--- src/rtl/audio_pkg.sv ---
// Shared definitions for the audio read path: sample width, capture FSM
// encoding and the saturating magnitude helper used by the peak meter.
package audio_pkg;

   localparam int SAMPLE_W = 24;

   typedef logic [1:0] capState_t;

   localparam capState_t IDLE = 2'd0;
   localparam capState_t READ = 2'd1;
   localparam capState_t WAIT = 2'd2;

   // The most negative sample has no positive twin, so it clamps to full scale.
   function automatic logic [SAMPLE_W-1:0] sat_abs24(input logic [SAMPLE_W-1:0] x);
      logic [SAMPLE_W-1:0] r;
      if (x == {1'b1, {(SAMPLE_W-1){1'b0}}})
         r = {1'b0, {(SAMPLE_W-1){1'b1}}};
      else if (x[SAMPLE_W-1])
         r = -x;
      else
         r = x;
      return r;
   endfunction

endpackage

--- src/rtl/sample_fifo.sv ---
// Small synchronous FIFO for mono samples; a pop frees a slot for a push
// landing in the same cycle, so a full FIFO that is being drained never drops.
module sample_fifo
   import audio_pkg::*;
#(
   parameter int DEPTH = 8,
   parameter int WIDTH = SAMPLE_W
) (
   input  logic             clk,
   input  logic             rst_n,
   input  logic             push,
   input  logic             pop,
   input  logic [WIDTH-1:0] din,
   output logic [WIDTH-1:0] dout,
   output logic             empty,
   output logic             full
);

   localparam int AW = $clog2(DEPTH);
   localparam logic [AW:0] PTR_ONE = (AW+1)'(1);

   logic [WIDTH-1:0] mem [DEPTH];
   logic [AW:0]      wrPtr;
   logic [AW:0]      rdPtr;
   logic             doPush;
   logic             doPop;

   // The extra pointer bit tells a full FIFO apart from an empty one.
   assign empty  = (wrPtr == rdPtr);
   assign full   = (wrPtr[AW] != rdPtr[AW]) && (wrPtr[AW-1:0] == rdPtr[AW-1:0]);
   assign doPop  = pop && !empty;
   assign doPush = push && (!full || doPop);
   assign dout   = empty ? '0 : mem[rdPtr[AW-1:0]];

   always_ff @(posedge clk or negedge rst_n) begin
      if (!rst_n) begin
         wrPtr <= '0;
         rdPtr <= '0;
      end else begin
         if (doPush)
            wrPtr <= wrPtr + PTR_ONE;
         if (doPop)
            rdPtr <= rdPtr + PTR_ONE;
      end
   end

   always_ff @(posedge clk) begin
      if (doPush)
         mem[wrPtr[AW-1:0]] <= din;
   end

endmodule

--- src/rtl/audio_capture.sv ---
// Drains stereo samples from the codec read port, mixes them to mono into a
// FIFO for downstream consumers, and keeps a decaying peak meter and drop count.
module audio_capture
   import audio_pkg::*;
#(
   parameter int DEPTH        = 8,
   parameter int DECAY_CYCLES = 50000,
   parameter int DROP_W       = 8
) (
   input  logic                CLOCK_50,
   input  logic                resetn,
   input  logic                read_ready,
   input  logic [SAMPLE_W-1:0] readdata_left,
   input  logic [SAMPLE_W-1:0] readdata_right,
   output logic                read,
   input  logic                enable,
   input  logic                pop,
   output logic [SAMPLE_W-1:0] sample_out,
   output logic                sample_valid,
   output logic                fifo_full,
   output logic [SAMPLE_W-1:0] peak,
   output logic [DROP_W-1:0]   drop_count,
   input  logic                clear_stats
);

   localparam int TIMER_W = (DECAY_CYCLES > 1) ? $clog2(DECAY_CYCLES) : 1;
   localparam logic [TIMER_W-1:0] TIMER_LAST = TIMER_W'(DECAY_CYCLES - 1);
   localparam logic [TIMER_W-1:0] TIMER_ONE  = TIMER_W'(1);
   localparam logic [DROP_W-1:0]  DROP_ONE   = DROP_W'(1);

   capState_t            state;
   capState_t            stateNext;
   logic [SAMPLE_W-1:0]  mixHalf;
   logic [SAMPLE_W-1:0]  mixReg;
   logic                 mixValid;
   logic                 fifoEmpty;
   logic                 dropNow;
   logic [TIMER_W-1:0]   decayTimer;
   logic                 decayTick;
   logic [SAMPLE_W-1:0]  mixMag;
   logic [SAMPLE_W-1:0]  peakBase;
   logic [SAMPLE_W-1:0]  peakNext;

   assign read = (state == READ);

   // The WAIT cycle gives the codec time to retire the pair before read_ready is re-examined.
   always_comb begin
      stateNext = state;
      case (state)
         IDLE:    if (enable && read_ready) stateNext = READ;
         READ:    stateNext = WAIT;
         WAIT:    stateNext = IDLE;
         default: stateNext = IDLE;
      endcase
   end

   always_ff @(posedge CLOCK_50 or negedge resetn) begin
      if (!resetn)
         state <= IDLE;
      else
         state <= stateNext;
   end

   // floor((L+R)/2) built from pre-halved operands plus the shared low-bit carry,
   // which keeps the whole sum inside 24 bits.
   assign mixHalf = {readdata_left[SAMPLE_W-1], readdata_left[SAMPLE_W-1:1]}
                  + {readdata_right[SAMPLE_W-1], readdata_right[SAMPLE_W-1:1]}
                  + {{(SAMPLE_W-1){1'b0}}, readdata_left[0] & readdata_right[0]};

   always_ff @(posedge CLOCK_50 or negedge resetn) begin
      if (!resetn) begin
         mixReg   <= '0;
         mixValid <= 1'b0;
      end else begin
         mixValid <= (state == READ);
         if (state == READ)
            mixReg <= mixHalf;
      end
   end

   sample_fifo #(
      .DEPTH (DEPTH),
      .WIDTH (SAMPLE_W)
   ) fifo (
      .clk   (CLOCK_50),
      .rst_n (resetn),
      .push  (mixValid),
      .pop   (pop),
      .din   (mixReg),
      .dout  (sample_out),
      .empty (fifoEmpty),
      .full  (fifo_full)
   );

   assign sample_valid = !fifoEmpty;
   assign dropNow      = mixValid && fifo_full && !pop;

   assign decayTick = (decayTimer == TIMER_LAST);
   assign mixMag    = sat_abs24(mixReg);
   assign peakBase  = decayTick ? (peak - (peak >> 4)) : peak;
   assign peakNext  = (mixValid && (mixMag > peakBase)) ? mixMag : peakBase;

   // Statistics: clear_stats wins over any decay, peak or drop update in the same cycle.
   always_ff @(posedge CLOCK_50 or negedge resetn) begin
      if (!resetn) begin
         decayTimer <= '0;
         peak       <= '0;
         drop_count <= '0;
      end else if (clear_stats) begin
         decayTimer <= '0;
         peak       <= '0;
         drop_count <= '0;
      end else begin
         decayTimer <= decayTick ? '0 : decayTimer + TIMER_ONE;
         peak       <= peakNext;
         if (dropNow && (drop_count != '1))
            drop_count <= drop_count + DROP_ONE;
      end
   end

endmodule

--- config.mk ---
export PLATFORM = sky130hd
export DESIGN_NAME = audio_capture
export DESIGN_NICKNAME = d
export VERILOG_FILES = /design/src/rtl/audio_pkg.sv /design/src/rtl/sample_fifo.sv /design/src/rtl/audio_capture.sv
export SDC_FILE = /design/constraint.sdc
export NUM_CORES = 1
export LEC_CHECK = 0
export BUFFER_PORTS_ARGS = -buffer_cell sky130_fd_sc_hd__buf_4
export CELL_PAD_IN_SITES_DETAIL_PLACEMENT = 1
export CELL_PAD_IN_SITES_GLOBAL_PLACEMENT = 2
export CORE_MARGIN = 3
export CORE_UTILIZATION = 44
export CTS_BUF_LIST = sky130_fd_sc_hd__clkbuf_4 sky130_fd_sc_hd__clkbuf_8 sky130_fd_sc_hd__clkbuf_16
export CTS_CLUSTER_DIAMETER = 100
export DETAILED_ROUTE_END_ITERATION = 8
export PLACE_DENSITY_LB_ADDON = 0.05
export SLEW_MARGIN = 25
export SYNTH_ARGS = -nofsm -noshare
export SYNTH_HDL_FRONTEND = slang
export SYNTH_SLANG_ARGS = --single-unit
export TNS_END_PERCENT = 30
--- constraint.sdc ---
create_clock -name CLOCK_50 -period 12.75 [get_ports CLOCK_50]
set_input_delay 3.1875 -clock CLOCK_50 [delete_from_list [all_inputs] [get_ports CLOCK_50]]
set_output_delay 3.1875 -clock CLOCK_50 [all_outputs]
set_load 0.01 [all_outputs]
==> results.md <==
* Status: finished, final reports clean
* Setup Buffers After CTS at 0
* IO Port Bufs at 112
* Final setup violation count at 0
* DRC at 0
* RSZ-0062 raised after global routing: false
* Routed len/inst at 21.3 um
* Unique masters post-synth at 66
* HP Class: register to register
* PD cells at 207 nW/um2
* Max-cap violations at 0
* TritonCTS Buffers at 29
* Combinational Power Share at 0.372
* Clk pwr share at 0.263
* Worst-margin pin slew at 965 ps
* Final Hold Vio Count at 0
* Via density per instance at 5.60
* Vias in the first global route at 10300
* Power Internal at 0.00225 W
* Clock transition at path regs at 60 ps
* Core ar. at 31800 um2
* Ys flop type: edfxtp_1
* Largest net degree at the start of global routing at 67
* Commonest non-fill, non-tap cell in the layout: edfxtp_1
* Die Height at 186 um
* Initial antenna violation count at 0
* Global-route wire length before repair at 58.0 mm
* Worst reg2reg setup slack at 7330 ps
* LEAKAGE at 6.63 nW
* Multi-input gate area at 6160 um2
* Sw Pwr at 0.00119 W
* YS warnings at 0
* Register area at 7850 um2
* Synth Area per Inst at 12.4 um2
* Fillers at 3273
* Syn Nets at 1276
* Initial Utilization at 0.449
* Pins Over Slew Limit at 0
* FMAX at 154 MHz
* Clk_lat worst skew at 560 ps
* CP Capture Type: output pin
* Max FO, Critical Path at 28
* Most frequent cells in the layout: 192 x edfxtp_1, 125 x buf_4, 106 x nor2_1
* Switching part of the total power at 0.347
* Share of cells above drive strength 1 at 0.199
* Fin crit share at 0.509
* Root buffer cell: clkbuf_16
* H-tree Lvls at 1
* Hold depth at 1
* Clock net sink count at 275
* Area Growth Syn to Fin at 16.8%
* Post-route clock skew at 8.72 ps
* CTS tree: done
* Sequential element share of the synthesized area at 0.549
* Startpoint Class: register
* # rows at 65
* Min Tclk post-route at 6490 ps
* Final HPWL DP at 25.3 mm
* Die Area at 34700 um2
* Placer congestion estimate at 0.803
* FF-to-FF End: peak[3]$_DFF_PN0_
* Layout Utilization at 0.524
* VDD IR max at 0.121 mV
* PostCTS Resize Cnt at 0
* WP data arrival at 3310 ps
* DR pass1 iterations at 5
* Max clock buf depth at 3
* Via count at 9589
* Total Wirelength at 36.4 mm
* Nets@finish at 1384
* Gate Count Post-Synth at 1148
* Worst Path Class, Setup: register to output pin
* Hold path endpoint: state[0]$_DFFE_PN0P_
* Setup Total Neg Slack at 0 ps
* Asr flop ratio synth at 0.302
* Post-DRT Antenna Nets at 0
* Die Wd at 186 um
* R2R depth at 17
* Antenna Cells at 0
* Ports at 113
* Hold Startpoint: state[1]$_DFFE_PN0P_
* Number of synthesized flops with an enable pin at 192
* Overflow left after global routing at 0
* WP data required at 9560 ps
* Cell area after synthesis at 14300 um2
* Hold-fix buffers at CTS at 0
* Initial DRC Count at 470
* Max_slew headroom at 0.355
* Sequential share of power at 0.365
* GR Util All Layers at 0.214
* #FFs+latches synth at 275
* Reg-to-reg startpoint: mixReg[1]$_DFFE_PN0P_
per-layer routing:
metal / vias up / track usage / share of wire
li1: 4533 / - / -
met1: 4832 / 0.313 / 0.47
met2: 194 / 0.350 / 0.47
met3: 30 / 0.0286 / 0.043
met4: 0 / 0.0375 / 0.014
met5: - / 0 / 0
kinds of logic (layout without fill, tap and decap cells):
logic type / Yosys count / after routing / share of synthesized area
xor+xnor: 75 / 75 / 0.0460
flops: 275 / 275 / 0.549
buf+inv: 86 / 216 / 0.0234
mux: 86 / 86 / 0.103
compound gates: 212 / 212 / 0.0995
fa+ha+maj: 74 / 74 / 0.0664
simple gates: 340 / 340 / 0.113
worst max-delay path by stage:
stage	from	end	slack, ps
final	fifo.rdPtr[0]$_DFFE_PN0P_	sample_out[16]	6260
after global routing	fifo.rdPtr[0]$_DFFE_PN0P_	sample_out[16]	5870
after CTS	fifo.rdPtr[0]$_DFFE_PN0P_	sample_out[10]	5790
after floorplan	pop	fifo.mem[0][0]$_DFFE_PP_	6490
after detailed placement	fifo.rdPtr[0]$_DFFE_PN0P_	sample_out[5]	6400
after global placement	fifo.rdPtr[0]$_DFFE_PN0P_	sample_out[7]	6510
area by class of cell:
class | instances | share of cell area
multi-input combinational | 787 | 0.370
clock inverter | 14 | 0.0139
timing repair buffer | 126 | 0.0572
tap | 435 | 0.0326
sequential | 275 | 0.470
inverter | 37 | 0.00833
clock buffer | 39 | 0.0480
flip-flops by register name, indices dropped and copies added, names as in the netlist:
name,flops
fifo.wrPtr,4
peak,24
drop_count,8
fifo.rdPtr,4
mixValid,1
fifo.mem,192
state,2
decayTimer,16
mixReg,24
Yosys cell counts, drive strengths merged, types with 14 or more instances:
cell type | instances | area [um2]
inv | 37 | 139
xnor2 | 32 | 280
nand2 | 86 | 323
mux2i | 35 | 350
a21o | 28 | 210
ha | 71 | 888
o21ai | 53 | 265
a211oi | 23 | 173
clkbuf | 32 | 121
mux4 | 48 | 1080
nand4 | 16 | 100
nor3 | 27 | 135
buf | 17 | 73.8
and3 | 18 | 113
nor2 | 109 | 409
a21oi | 44 | 220
nand3 | 20 | 100
edfxtp | 192 | 5770
dfrtp | 83 | 2080
nand2b | 14 | 87.6
xor2 | 43 | 377
critical path, cell delays in order, from the launching register on:
cell and delay, ps:
dfrtp_2 900, buf_4 630, xnor2_1 180, nand3_1 170, nor2b_4 530, nor2_1 120
buf_4 170
through the flow:
step	cells	total power, W	hold WS (ps)	worst slack, ps	area, um2
2_1_floorplan	1148	0.00209	397	6490	14300
3_3_place_gp	1659	0.00253	403	6510	15600
3_5_place_dp	1659	0.00256	414	6400	15600
4_1_cts	1712	0.00348	422	5790	16700
5_1_grt	1713	0.00366	440	5870	16700
6_report	1713	0.00344	414	6260	16700
power groups by stage:
stage	Sequential [W]	Clock, W	Combinational, W
2_1_floorplan	0.00118	0	0.000906
3_3_place_gp	0.00127	0	0.00126
3_5_place_dp	0.00128	0	0.00128
4_1_cts	0.00126	0.000927	0.00129
5_1_grt	0.00128	0.000959	0.00142
6_report	0.00126	0.000906	0.00128
No activity file was read; power rests on OpenSTA's default activity.
